File: src/rtl/locking_matrix_arbiter_pkg.sv
// Shared types and helpers for the locking matrix arbiter.
// Holds the arbiter state enum and the width helper used by the top and the matrix.
package locking_matrix_arbiter_pkg;

  typedef enum logic {
    IDLE   = 1'b0,
    LOCKED = 1'b1
  } arb_state_e;

  // Ceiling log2, never below 1 so it can size a vector directly.
  function automatic int clog2(input int value);
    int w;
    w = 0;
    for (int k = 0; k < 32; k++) begin
      if ((1 << w) < value) w++;
    end
    return (w < 1) ? 1 : w;
  endfunction

endpackage

File: src/rtl/locking_matrix_arbiter_prio_matrix.sv
// mx_prio_matrix: N x N priority matrix register, least-recently-granted update
// and combinational winner selection over the eligible vector.
module mx_prio_matrix
  import locking_matrix_arbiter_pkg::*;
#(
  parameter int N   = 5,
  parameter int IDW = clog2(N)
) (
  input  logic           clk_i,
  input  logic           rst_i,
  input  logic [N-1:0]   eligible_i,
  input  logic           upd_en_i,
  input  logic [IDW-1:0] upd_id_i,
  output logic [N-1:0]   winner_o,
  output logic [IDW-1:0] winner_id_o,
  output logic           any_o
);

  // prio_q[i][j] = 1 means channel i beats channel j.
  logic [N-1:0] prio_q [N];
  logic [N-1:0] prio_d [N];

  always_comb begin
    for (int i = 0; i < N; i++) prio_d[i] = prio_q[i];
    if (upd_en_i) begin
      for (int i = 0; i < N; i++) begin
        for (int j = 0; j < N; j++) begin
          if (IDW'(i) == upd_id_i)      prio_d[i][j] = 1'b0;
          else if (IDW'(j) == upd_id_i) prio_d[i][j] = 1'b1;
        end
      end
    end
  end

  always_ff @(posedge clk_i) begin
    if (rst_i) begin
      for (int i = 0; i < N; i++) begin
        for (int j = 0; j < N; j++) prio_q[i][j] <= (i < j);
      end
    end else begin
      prio_q <= prio_d;
    end
  end

  // The matrix is always a total order, so at most one eligible channel survives.
  always_comb begin
    winner_o    = '0;
    winner_id_o = '0;
    for (int i = 0; i < N; i++) begin
      winner_o[i] = eligible_i[i];
      for (int j = 0; j < N; j++) begin
        if (j != i && eligible_i[j] && !prio_q[i][j]) winner_o[i] = 1'b0;
      end
    end
    for (int i = 0; i < N; i++) begin
      if (winner_o[i]) winner_id_o = IDW'(i);
    end
  end

  assign any_o = |eligible_i;

endmodule

File: src/rtl/locking_matrix_arbiter.sv
// Matrix arbiter with optional packet locking (enable with macro ARB_PACKET_LOCK_EN).
// Holds the FSM, lock counter and registered grant outputs.
module locking_matrix_arbiter
  import locking_matrix_arbiter_pkg::*;
#(
  parameter int N_CH       = 5,
  parameter int LOCK_LIMIT = 0
) (
  input  logic                     CLK,
  input  logic                     RST,
  input  logic [N_CH-1:0]          requests,
  input  logic [N_CH-1:0]          enables,
  // Tail indication; "release" is a reserved word, hence the suffix.
  input  logic                     release_i,
  output logic [N_CH-1:0]          grants,
  output logic [clog2(N_CH)-1:0]   grant_id,
  output logic                     grant_valid,
  output logic                     locked,
  output arb_state_e               dbg_state_o
);

  localparam int ID_W = clog2(N_CH);

  arb_state_e        state_q, state_d;
  logic [N_CH-1:0]   grants_q, grants_d;
  logic [ID_W-1:0]   id_q, id_d;
  logic [N_CH-1:0]   eligible, winner;
  logic [ID_W-1:0]   winner_id;
  logic              any_elig, upd_en;

  assign eligible = requests & ~enables;

  mx_prio_matrix #(.N(N_CH), .IDW(ID_W)) u_matrix (
    .clk_i       (CLK),
    .rst_i       (RST),
    .eligible_i  (eligible),
    .upd_en_i    (upd_en),
    .upd_id_i    (winner_id),
    .winner_o    (winner),
    .winner_id_o (winner_id),
    .any_o       (any_elig)
  );

`ifdef ARB_PACKET_LOCK_EN
  localparam int CNT_W = clog2(LOCK_LIMIT + 1);

  logic [CNT_W-1:0] cnt_q, cnt_d;
  logic             lock_exit, arbitrate;

  always_comb begin
    state_d   = state_q;
    grants_d  = grants_q;
    id_d      = id_q;
    cnt_d     = cnt_q;
    upd_en    = 1'b0;
    lock_exit = (state_q == LOCKED) &&
                (release_i || !requests[id_q] ||
                 ((LOCK_LIMIT > 0) && (cnt_q == CNT_W'(LOCK_LIMIT - 1))));
    arbitrate = (state_q == IDLE) || lock_exit;
    if (state_q == LOCKED && cnt_q != '1) cnt_d = cnt_q + 1'b1;
    // Exit and re-grant share one edge so back-to-back packets see no bubble.
    if (arbitrate) begin
      if (any_elig) begin
        state_d  = LOCKED;
        grants_d = winner;
        id_d     = winner_id;
        cnt_d    = '0;
        upd_en   = 1'b1;
      end else begin
        state_d  = IDLE;
        grants_d = '0;
        id_d     = '0;
        cnt_d    = '0;
      end
    end
  end

  always_ff @(posedge CLK) begin
    if (RST) cnt_q <= '0;
    else     cnt_q <= cnt_d;
  end

  assign locked = (state_q == LOCKED);
`else
  logic unused_release;
  localparam int unused_lock_limit = LOCK_LIMIT;
  assign unused_release = release_i;

  always_comb begin
    state_d  = IDLE;
    grants_d = winner;
    id_d     = winner_id;
    upd_en   = any_elig;
  end

  assign locked = 1'b0;
`endif

  always_ff @(posedge CLK) begin
    if (RST) begin
      state_q  <= IDLE;
      grants_q <= '0;
      id_q     <= '0;
    end else begin
      state_q  <= state_d;
      grants_q <= grants_d;
      id_q     <= id_d;
    end
  end

  assign grants      = grants_q;
  assign grant_id    = id_q;
  assign grant_valid = |grants_q;
  assign dbg_state_o = state_q;

endmodule

File: config.mk
export PLATFORM = sky130hd
export DESIGN_NAME = locking_matrix_arbiter
export DESIGN_NICKNAME = d
export VERILOG_FILES = /design/src/rtl/locking_matrix_arbiter_pkg.sv /design/src/rtl/locking_matrix_arbiter_prio_matrix.sv /design/src/rtl/locking_matrix_arbiter.sv
export SDC_FILE = /design/constraint.sdc
export NUM_CORES = 1
export LEC_CHECK = 0
export CORE_ASPECT_RATIO = 0.75
export CORE_MARGIN = 4
export CORE_UTILIZATION = 44
export DETAILED_ROUTE_END_ITERATION = 8
export PLACE_DENSITY_LB_ADDON = 0.08
export SETUP_SLACK_MARGIN = 0.4
export SLEW_MARGIN = 20
export SYNTH_ARGS = -nofsm -noshare
export SYNTH_HDL_FRONTEND = slang
export SYNTH_SLANG_ARGS = --single-unit
File: constraint.sdc
create_clock -name CLK -period 2.22 [get_ports CLK]
set_input_delay 0.444 -clock CLK [delete_from_list [all_inputs] [get_ports CLK]]
set_output_delay 0.444 -clock CLK [all_outputs]
set_load 0.01 [all_outputs]
==> results.md, run 1 <==
* Unrepaired setup endpoints after global routing: false
* Pin count of the biggest net entering global routing at 16
* Static leakage power at around 0.0007 uW
* Final Hold Violating Endpoints at 0
* Relative contribution of combinational cells to total power at 0.246
* Worst slew slack as a fraction of its limit at 0.578
* Smallest hold slack at 477 ps
* Synth Instances at 120
* Number of hold-repair buffers added at the cts stage at 0
* Critical path required time at around 2400 ps
* Io pins at 24
* Max-Cap Viols at 0
* Internal power at slightly above 700 uW
* Layout net count at about 180
* Mean routed wirelength per cell at 14.7 microns
* Worst-case setup slack after placement at -182 ps
* Final-layout fill cell count at 207
* Layout cell share with drive strength beyond 1 at 0.329
* Setup-violating endpoint count in the final report at 0
* DRC at 0
* Antenna violations before repair at 0
* Setup CP Type: in2reg
* DRT antenna net count at 0
* Final Skew at slightly above 8 ps
* Final core area utilization at 0.691
* Number of register bits inferred by synthesis at 27
* Fraction of power consumed by sequential logic at 0.543
* Netlist Area Pre-Place at approximately 0.0011 sq mm
* Clk pwr share at 0.212
* Placed cells at roughly 190
* Routed vias/inst at between 5 and 6
* DRT iter0 DRCs at 50
* Clock network latency to the later pin of the worst-skew pair at around 330 ps
* Synth unique cells at 35
* Synthesis warning total at 0
* Worst-case clock buffer depth at 2
* Count of non-filler cells in the finished layout at about 200
* Global-route total usage across every layer at 0.195
* Switching part of the total at 0.284
* Outcome: finished, final reports clean
* Final cycle utilization of the critical path at 0.795
* Clock-pin slew on the worst setup and hold paths at roughly 140 ps
* Final Critical Period at 1760 ps
* Routability congestion estimate from global placement at 0.836
* Number of core rows at 15
* CP endpoint kind: flip-flop
* Clock tree from TritonCTS: done
* Average size of a mapped cell at about 9.1 sq um
* Highest clock rate at roughly 570 MHz
* Die Wd at roughly 66 microns
* Sequential cell area fraction in the yosys report at 0.494
* Input/output buffers at 20
* DR vias at approximately 1000
* Relative area change from synthesis to final layout at 46.9%
* Actual slew at the worst max-slew pin at roughly 630 ps
* Pwr Density at about 630 mW/mm^2
* Final slew viol count at 0
* Maximum vdd ir drop at ~400 uV
* Inserted Clock Buffers at 3
* Flip-flop cell with the highest count after synthesis: dfxtp_1
* Detailed Place HPWL at a little over 2000 microns
* Overall overflow remaining after global route at 0
* Post-route worst setup slack at about 460 ps
* # diodes at 0
* Maximum fanout along the worst path at 4
* Routed wire length at just under 3000 microns
* Initial Utilization at 0.470
* Placeable core area at between 0.002 and 0.0025 sq mm
* Data arrival, critical path at 1990 ps
* Die Y at ~51 microns
* H-tree levels at 1
* Switching power summed over all nets at 288 uW
* Setup total negative slack at 0 ps
* Share of synthesized flip-flops with an asynchronous set or reset at 0
* Wire length of the first global-routing pass at between 4000 and 5000 microns
* Startpoint types: input port
* Clk root buf: clkbuf_4
* Number of flops mapped to enable cells by yosys at 0
* Classification of the worst-slack hold path: reg2reg
* Via count of the first global-routing pass at about 1100
* Number of sinks on the clock net at 27
* Die Area at 0.00336 sq mm
* Drt first pass iters at 4
## routing by layer
| layer | vias to the layer above | GRT usage | routed length [microns] |
|---|---|---|---|
| met3 | 6 | 0.0593 | 152 |
| met1 | 499 | 0.221 | 1240 |
| li1 | 504 | - | - |
| met2 | 27 | 0.339 | 1470 |
| met5 | - | 0 | 0 |
| met4 | 0 | 0.0828 | 56 |
## flip-flops by register name, indices dropped and copies added, names as in the netlist
signal,cells
grant_id,2
grants,5
u_matrix.prio_q,20
## power by group through the flow
| stage | clock [uW] | combinational [uW] | sequential, uW |
|---|---|---|---|
| CTS | 220 | 245 | 550 |
| global route | 248 | 268 | 555 |
| detailed placement | 0 | 211 | 558 |
| finish | 215 | 249 | 550 |
| global placement | 0 | 207 | 556 |
| floorplan | 0 | 118 | 555 |
## repair_timing
item	4_1_cts	5_1_grt
setup endpoints to repair	21	0
endpoints found under the hold margin	0	0
resized for setup	34	0
buffers inserted	8	0
## cell type report
class	instances	area, sq um	share of cell area
well taps	34	42.5	0.0265
clock buffers	3	22.5	0.0140
multi-input cells	84	601	0.374
repair buffers	44	378	0.235
clock inverters	1	5.00	0.00311
inverters	5	18.8	0.0117
flip-flops and latches	27	541	0.336
## cells in the mapped netlist (all sizes together), types with 2 or more instances
master,count,area share
dfxtp,27,0.49
nor2,24,0.085
o21ai,8,0.037
nand2,7,0.024
nand2b,6,0.048
o22ai,6,0.040
a21oi,5,0.033
inv,5,0.017
o21a,5,0.034
buf,4,0.024
and2,3,0.022
nor4,3,0.023
or4,3,0.027
nand3,2,0.0091
nor3,2,0.0091
## metrics by stage
step,area (sq um),power [uW]
floorplan,1100,673
global placement,1430,763
detailed placement,1430,769
CTS,1610,1010
global route,1610,1070
finish,1610,1010
## placed cells by master (no fill, tap or decap), types with 4 or more instances in the layout
cell type	count
buf_4	21
clkdlybuf4s50_1	9
dfxtp_1	27
dlygate4sd2_1	11
inv_1	5
nand2_1	7
nand2b_4	5
nor2_1	20
o21a_1	5
o21ai_0	6
o22ai_1	4
## worst paths after layout
path                                            end  slack, ps  cells past startpoint                start
worst max-delay path            u_matrix.prio_q[22]        460                      8          requests[0]
worst min-delay path            u_matrix.prio_q[17]        480                      2  u_matrix.prio_q[17]
worst max register to register  u_matrix.prio_q[21]        640                      5   u_matrix.prio_q[9]
worst min register to register  u_matrix.prio_q[17]        480                      2  u_matrix.prio_q[17]
## critical path, cell delays in order
cell	delay, ps
dlygate4sd2_1	260
nand2b_4	110
buf_6	110
nor2_2	30
or4_4	560
and2_4	190
a21oi_4	170
o21ai_1	100
## kinds of logic after synthesis
logic type / after synthesis / share of synthesized area
AOI/OAI and AO/OA: 28 / 0.175
buffers and inverters: 10 / 0.0446
DFF: 27 / 0.494
other: 1 / 0.00343
and+or+nand+nor: 54 / 0.283
(Power assumes the default switching activity.)
==> inputs of run 2 (changes only) <==
==> constraint.sdc (replaced) <==
create_clock -name CLK -period 1.6 [get_ports CLK]
set_input_delay 0.32 -clock CLK [delete_from_list [all_inputs] [get_ports CLK]]
set_output_delay 0.32 -clock CLK [all_outputs]
set_load 0.01 [all_outputs]
==> run 2 against run 1 <==
Net effect: global-route usage rose by 2.3 points; setup slack got worse by 450 ps; sequential power rose by 43%; critical path type unchanged; largest cell class unchanged.
==> results.md, run 2 (synthesis gave the netlist of run 1 again) <==
* Outcome: finished, final reports clean
* Placed Instance Area at 0.00149 sq mm (+4.2%)
* Worst Min Path Start: u_matrix.prio_q[14]
* Mean routed wirelength per cell at 18.9 microns (+28%)
* Most frequent cells in the layout: 23 x buf_4, 20 x dfxtp_2, 14 x buf_6
* Die Y at 51.2 microns (unchanged)
* Setup CP Type: in2reg
* Drt first pass iters at 5 (+1)
* Static leakage power at 0.000805 uW (+14%)
* Routability congestion estimate from global placement at 0.910 (+8.8%)
* First element of the critical path: requests[0]
* Longest individual stage delay on the worst path at 470 ps (-90 ps)
* DRT iter0 DRCs at 134 (+170%)
* DR vias at 1180 (+14%)
* # diodes at 0 (unchanged)
* Clock tree from TritonCTS: done
* Endpoint of the worst register-to-register path: u_matrix.prio_q[21]
* Pwr Density at 822 mW/mm^2 (+30%)
* Final-layout fill cell count at 144 (-30%)
* DRC at 0 (unchanged)
* Number of cells on the worst hold path at 2 (unchanged)
* Reg-to-reg critical path startpoint: u_matrix.prio_q[9]
* Classification of the worst-slack hold path: reg2reg
* WHS Endpoint: u_matrix.prio_q[14]
* Data arrival, critical path at 1840 ps (-150 ps)
* CP max-delay cell: or4_4
* R2R depth at 5 (unchanged)
* Number of core rows at 15 (unchanged)
* Wire length of the first global-routing pass at 5480 microns (+13%)
* Clock network latency to the later pin of the worst-skew pair at 330 ps (about the same)
* Final core area utilization at 0.802 (+0.111)
* Overall overflow remaining after global route at 0 (unchanged)
* Number of sinks on the clock net at 27 (unchanged)
* Layout net count at 189 (+6.2%)
* H-tree levels at 1 (unchanged)
* Die Area at 0.00336 sq mm (unchanged)
* Die Wd at 65.6 microns (unchanged)
* Io pins at 24 (unchanged)
* Final Skew at 12.2 ps (+3.89 ps)
* Input/output buffers at 20 (unchanged)
* Cell occurring most often along the worst timing path: nor2_4
* Setup-violating endpoint count in the final report at 0 (unchanged)
* Final slew viol count at 0 (unchanged)
* Flip-flop count of the largest register after layout at 20 (unchanged)
* Relative area change from synthesis to final layout at 70.5%
* CP endpoint kind: flip-flop
* Highest clock rate at between 600 and 700 MHz
* Cell-by-cell listing of the critical path: clkdlybuf4s15_1 > nand2b_4 > buf_4 > nor2_4 > or4_4 > nand4_4 > nor2_4 > a211o_1
* Maximum fanout along the worst path at 6 (+2)
* Routed vias/inst at 5.65 (+7.9%)
* Max-Cap Viols at 0 (unchanged)
* Routed wire length at 3940 microns (+35%)
* Post-route standard cell area excluding fillers at 0.00187 sq mm (+16%)
* Most common cell after layout, fill and taps aside: buf_4
* Detailed Place HPWL at 2170 microns (+6.7%)
* Pin count of the biggest net entering global routing at 15 (-1)
* Worst-case clock buffer depth at 2 (unchanged)
* Critical path required time at 1850 ps (-590 ps)
* Via count of the first global-routing pass at 1171 (+11%)
* Initial Utilization at 0.470 (unchanged)
* Placeable core area at 0.00233 sq mm (unchanged)
* Final cycle utilization of the critical path at 0.999
* Largest register by flop count: u_matrix.prio_q
* Maximum vdd ir drop at 641 uV (+59%)
* Clock-pin slew on the worst setup and hold paths at 140 ps (about the same)
* Register-to-register path setup slack at 40 ps (-600 ps)
* Global-route total usage across every layer at 0.219 (+0.0235)
* DRT antenna net count at 0 (unchanged)
* Inserted Clock Buffers at 3 (unchanged)
* Family of cells with the greatest summed delay on the critical path: simple AND/OR/NAND/NOR gates
* Buffers & Inverters on Critical Path at 2 (unchanged)
* Final Critical Period at 1600 ps
* Clk root buf: clkbuf_4
* Antenna violations before repair at 0 (unchanged)
* Startpoint types: input port
* Final Hold Violating Endpoints at 0 (unchanged)
* Layout cell share with drive strength beyond 1 at 0.657 (+0.328)
* Unrepaired setup endpoints after global routing: true
==> run 2: cell types whose count changed in the layout (fill, tap and decap cells not counted), moves of 3 or more <==
cell	delta
buf_2	+7
buf_6	+11
clkdlybuf4s15_1	+7
clkdlybuf4s50_1	-8
dfxtp_1	-20
dfxtp_2	+20
dlygate4sd2_1	-8
nor2_1	-11
nor2_2	+4
nor2_4	+7
o21ai_0	-4
o21ai_2	+4
o22ai_1	-3
==> run 2: layer usage <==
| metal | track usage | share of wire | up-vias |
|---|---|---|---|
| met2 | 0.368 | 0.47 | 77 |
| met3 | 0.0593 | 0.093 | 20 |
| met4 | 0.114 | 0.029 | 0 |
| met5 | 0 | 0 | - |
| met1 | 0.254 | 0.41 | 559 |
| li1 | - | - | 524 |
==> run 2: layout make-up <==
class                   instances  area (sq um)  area share
clock buffers                   4          26.3      0.0141
flip-flops and latches         27           566       0.303
inverters                       5          18.8      0.0101
repair buffers                 55           472       0.253
well taps                      34          42.5      0.0228
multi-input cells              84           742       0.397
==> run 2: worst min-delay path, delay by kind of cell (launching register included) <==
family | cells | cell delay, ps
DFF | 1 | 360
AOI/OAI and AO/OA | 1 | 50
and+or+nand+nor | 1 | 40
==> run 2: through the flow <==
stage	std cells	power, uW	setup WS (ps)	TNS (ps)	hold WS (ps)
detailed placement	188	1090	-560	-11650	438
CTS	205	1450	40.4	0	472
global placement	188	1090	-610	-11470	444
floorplan	121	954	-7.42	-9.05	424
global route	209	1590	-32.6	-34.4	493
finish	209	1530	1.51	0	474
==> run 2: timing repair <==
| item | in CTS | in global routing |
|---|---|---|
| buffers inserted | 13 | 4 |
| endpoints found under the setup margin | 35 | 29 |
| hold buffers | 0 | 0 |
| resized for setup | 91 | 38 |
| pin swaps | 18 | 18 |
| endpoints found under the hold margin | 0 | 0 |
==> run 2: worst max path at each step <==
stage | end | cells after the start | slack, ps
final | u_matrix.prio_q[21] | 8 | 2
after global routing | u_matrix.prio_q[21] | 8 | -30
after CTS | u_matrix.prio_q[21] | 5 | 40
after detailed placement | u_matrix.prio_q[21] | 7 | -560
after global placement | u_matrix.prio_q[18] | 7 | -610
after floorplan | u_matrix.prio_q[10] | 5 | -7
==> run 2: where the power goes <==
group | switching, uW | internal (uW) | total [uW]
clock network | 200 | 98.0 | 298
logic | 218 | 232 | 450
registers | 49.6 | 737 | 787
==> inputs of run 3 (changes only) <==
--- a/config.mk
+++ b/config.mk
@@ -5,7 +5,8 @@
 export SDC_FILE = /design/constraint.sdc
 export NUM_CORES = 1
 export LEC_CHECK = 0
-export CORE_ASPECT_RATIO = 0.75
+export ABC_CLOCK_PERIOD_IN_PS = 1600
+export CORE_ASPECT_RATIO = 1.75
 export CORE_MARGIN = 4
 export CORE_UTILIZATION = 44
 export DETAILED_ROUTE_END_ITERATION = 8
==> run 3 against run 2 <==
Net effect: the run now ends with setup timing left; routed wire length is 14% higher; flip-flop and latch count stayed put; clock power is 34% higher; maximum frequency is 1.1% lower; die area is 0.68% higher; non-clock buffer count is 13 higher; count of clock-buffer cells in the layout stayed put; largest power group unchanged; final cell count is 1.9% higher; clock skew is 0.55 ps higher; register-to-register slack worse by 60 ps.
==> results.md, run 3 (synthesis gave the netlist of run 1 again) <==
* Startpoint types: flip-flop
* Layout cell share with drive strength beyond 1 at 0.649 (-0.00821)
* Die Wd at 45.7 microns (-30%)
* Highest layer used for signal routing: met4
* Mean routed wirelength per cell at 21.0 microns (+11%)
* Number of core rows at 23 (+8)
* Max-Cap Viols at 0 (unchanged)
* Flip-flop count of the largest register after layout at 20 (unchanged)
* Actual slew at the worst max-slew pin at approximately 520 ps
* Maximum fanout along the worst path at 3 (-3)
* Classification of the worst-slack hold path: reg2reg
* Clk root buf: clkbuf_8
* Input/output buffers at 20 (unchanged)
* Die Y at 74.0 microns (+45%)
* DRC at 0 (unchanged)
* Count of non-filler cells in the finished layout at 213 (+1.9%)
* DRT antenna net count at 0 (unchanged)
* Final-layout fill cell count at 128 (-11%)
* Longest individual stage delay on the worst path at 600 ps (+130 ps)
* Routed wire length at 4480 microns (+14%)
* Post-route worst setup slack at -15.9 ps (-17.4 ps)
* Unrepaired setup endpoints after global routing: true
* Inserted Clock Buffers at 3 (unchanged)
* Pin count of the biggest net entering global routing at 15 (unchanged)
* Antenna violations before repair at 0 (unchanged)
* Routed length on met1 at 1480 microns (-8.7%)
* Buffers & Inverters on Critical Path at 0 (-2)
* Placeable core area at 0.00233 sq mm (+0.16%)
* DRT iter0 DRCs at 47 (-65%)
* Initial Utilization at 0.470 (-0.000758)
* Overall overflow remaining after global route at 0 (unchanged)
* Clock tree from TritonCTS: done
* Largest register by flop count: u_matrix.prio_q
* Total met3 wirelength after detailed routing at 172 microns (-53%)
* Final slew viol count at 0 (unchanged)
* Routed vias/inst at 5.80 (+2.7%)
* Drt first pass iters at 4 (-1)
* Number of sinks on the clock net at 27 (unchanged)
* Data arrival, critical path at 1780 ps (-60 ps)
* Clock network latency to the later pin of the worst-skew pair at 290 ps (-40 ps)
* Area occupied by multi-input gates at 756 sq um (+1.9%)
* CP endpoint kind: flip-flop
* Worst slew slack as a fraction of its limit at 0.655
* Io pins at 24 (unchanged)
* Global-route total usage across every layer at 0.254 (+0.0358)
* DR vias at 1235 (+4.7%)
* Register-to-register path setup slack at -20 ps (-60 ps)
* Static leakage power at 0.000888 uW (+10%)
* Final Skew at 12.8 ps (+0.546 ps)
* Family of cells with the greatest summed delay on the critical path: simple AND/OR/NAND/NOR gates
* Die Area at 0.00338 sq mm (+0.68%)
* CP max-delay cell: or4_4
* Detailed Place HPWL at 2200 microns (+1.5%)
* Placed cells at 183 (-2.7%)
* Final core area utilization at 0.862 (+0.0599)
* Smallest hold slack at 480 ps (+6.27 ps)
* H-tree levels at 1 (unchanged)
* Wire length of the first global-routing pass at 6050 microns (+10%)
* Via count of the first global-routing pass at 1260 (+7.6%)
* Maximum vdd ir drop at 749 uV (+17%)
* Setup-violating endpoint count in the final report at 3 (+3)
* Setup CP Type: reg2reg
* Critical path required time at 1760 ps (-90 ps)
* Violated checks: setup timing
* Pwr Density at 846 mW/mm^2 (+2.9%)
* Most frequent cells in the layout: 26 x buf_6, 23 x buf_4, 15 x nor2_1, 15 x dfxtp_1, 12 x dfxtp_2
* Final cycle utilization of the critical path at 1.01 (+0.0109)
* Worst-case clock buffer depth at 2 (unchanged)
* Clock-pin slew on the worst setup and hold paths at 100 ps (-40 ps)
* Final Hold Violating Endpoints at 0 (unchanged)
* # diodes at 0 (unchanged)
* Most common cell after layout, fill and taps aside: buf_6
* Overall power after layout at 1700 uW (+11%)
* Final Critical Period at 1620 ps (+17.4 ps)
* Routability congestion estimate from global placement at 0.970 (+6.6%)
* Highest clock rate at 619 MHz (-1.1%)
* Outcome: finished with violations
* Cell-by-cell listing of the critical path: o22ai_2 > or4_4 > o32a_1
* Wire length on met2 at 2510 microns (+37%)
* Sequential cell area at 556 sq um (-1.8%)
* Relative area change from synthesis to final layout at 83.5%
* Layout net count at 202 (+6.9%)
-- run 3: final timing paths --
check	from	to	cells after the start
setup reg to reg	u_matrix.prio_q[18]	u_matrix.prio_q[18]	3
setup / recovery	u_matrix.prio_q[18]	u_matrix.prio_q[18]	3
hold / removal	u_matrix.prio_q[19]	u_matrix.prio_q[19]	2
hold reg to reg	u_matrix.prio_q[19]	u_matrix.prio_q[19]	2
-- run 3: repair_timing --
action | 4_1_cts | 5_1_grt
buffers inserted | 19 | 7
pin swaps | 28 | 18
hold buffers | 0 | 0
setup endpoints to repair | 36 | 33
resized for setup | 104 | 31
-- run 3: area by class of cell --
| class | instances | share of cell area |
|---|---|---|
| timing repair buffer | 68 | 0.300 |
| inverter | 5 | 0.00934 |
| sequential | 27 | 0.276 |
| clock buffer | 4 | 0.0224 |
| tap | 25 | 0.0156 |
| multi-input combinational | 84 | 0.376 |
-- run 3: through the flow --
step / setup TNS (ps) / worst slack (ps) / area [sq um]
final: -24.8 / -15.9 / 2010
after global routing: -198 / -34.7 / 2010
after CTS: -226 / -49.4 / 1910
after detailed placement: -11910 / -583 / 1510
after global placement: -11600 / -562 / 1510
after floorplan: -9.05 / -7.42 / 1150
-- run 3: power by group --
group	total, uW	leakage (uW)	switching (uW)	internal (uW)
registers	785	0.000225	50.5	734
logic	516	0.000641	237	279
clock network	400	0.0000228	220	179
-- run 3: routing by layer --
metal	global-route usage	up-vias
met2	0.471	55
met3	0.0291	30
met5	0	-
li1	-	550
met4	0.142	0
met1	0.261	600
-- run 3: tightest hold or removal path: stages, from the launching register on --
cell,delay (ps)
dfxtp_1,330
inv_1,60
o21ai_1,60
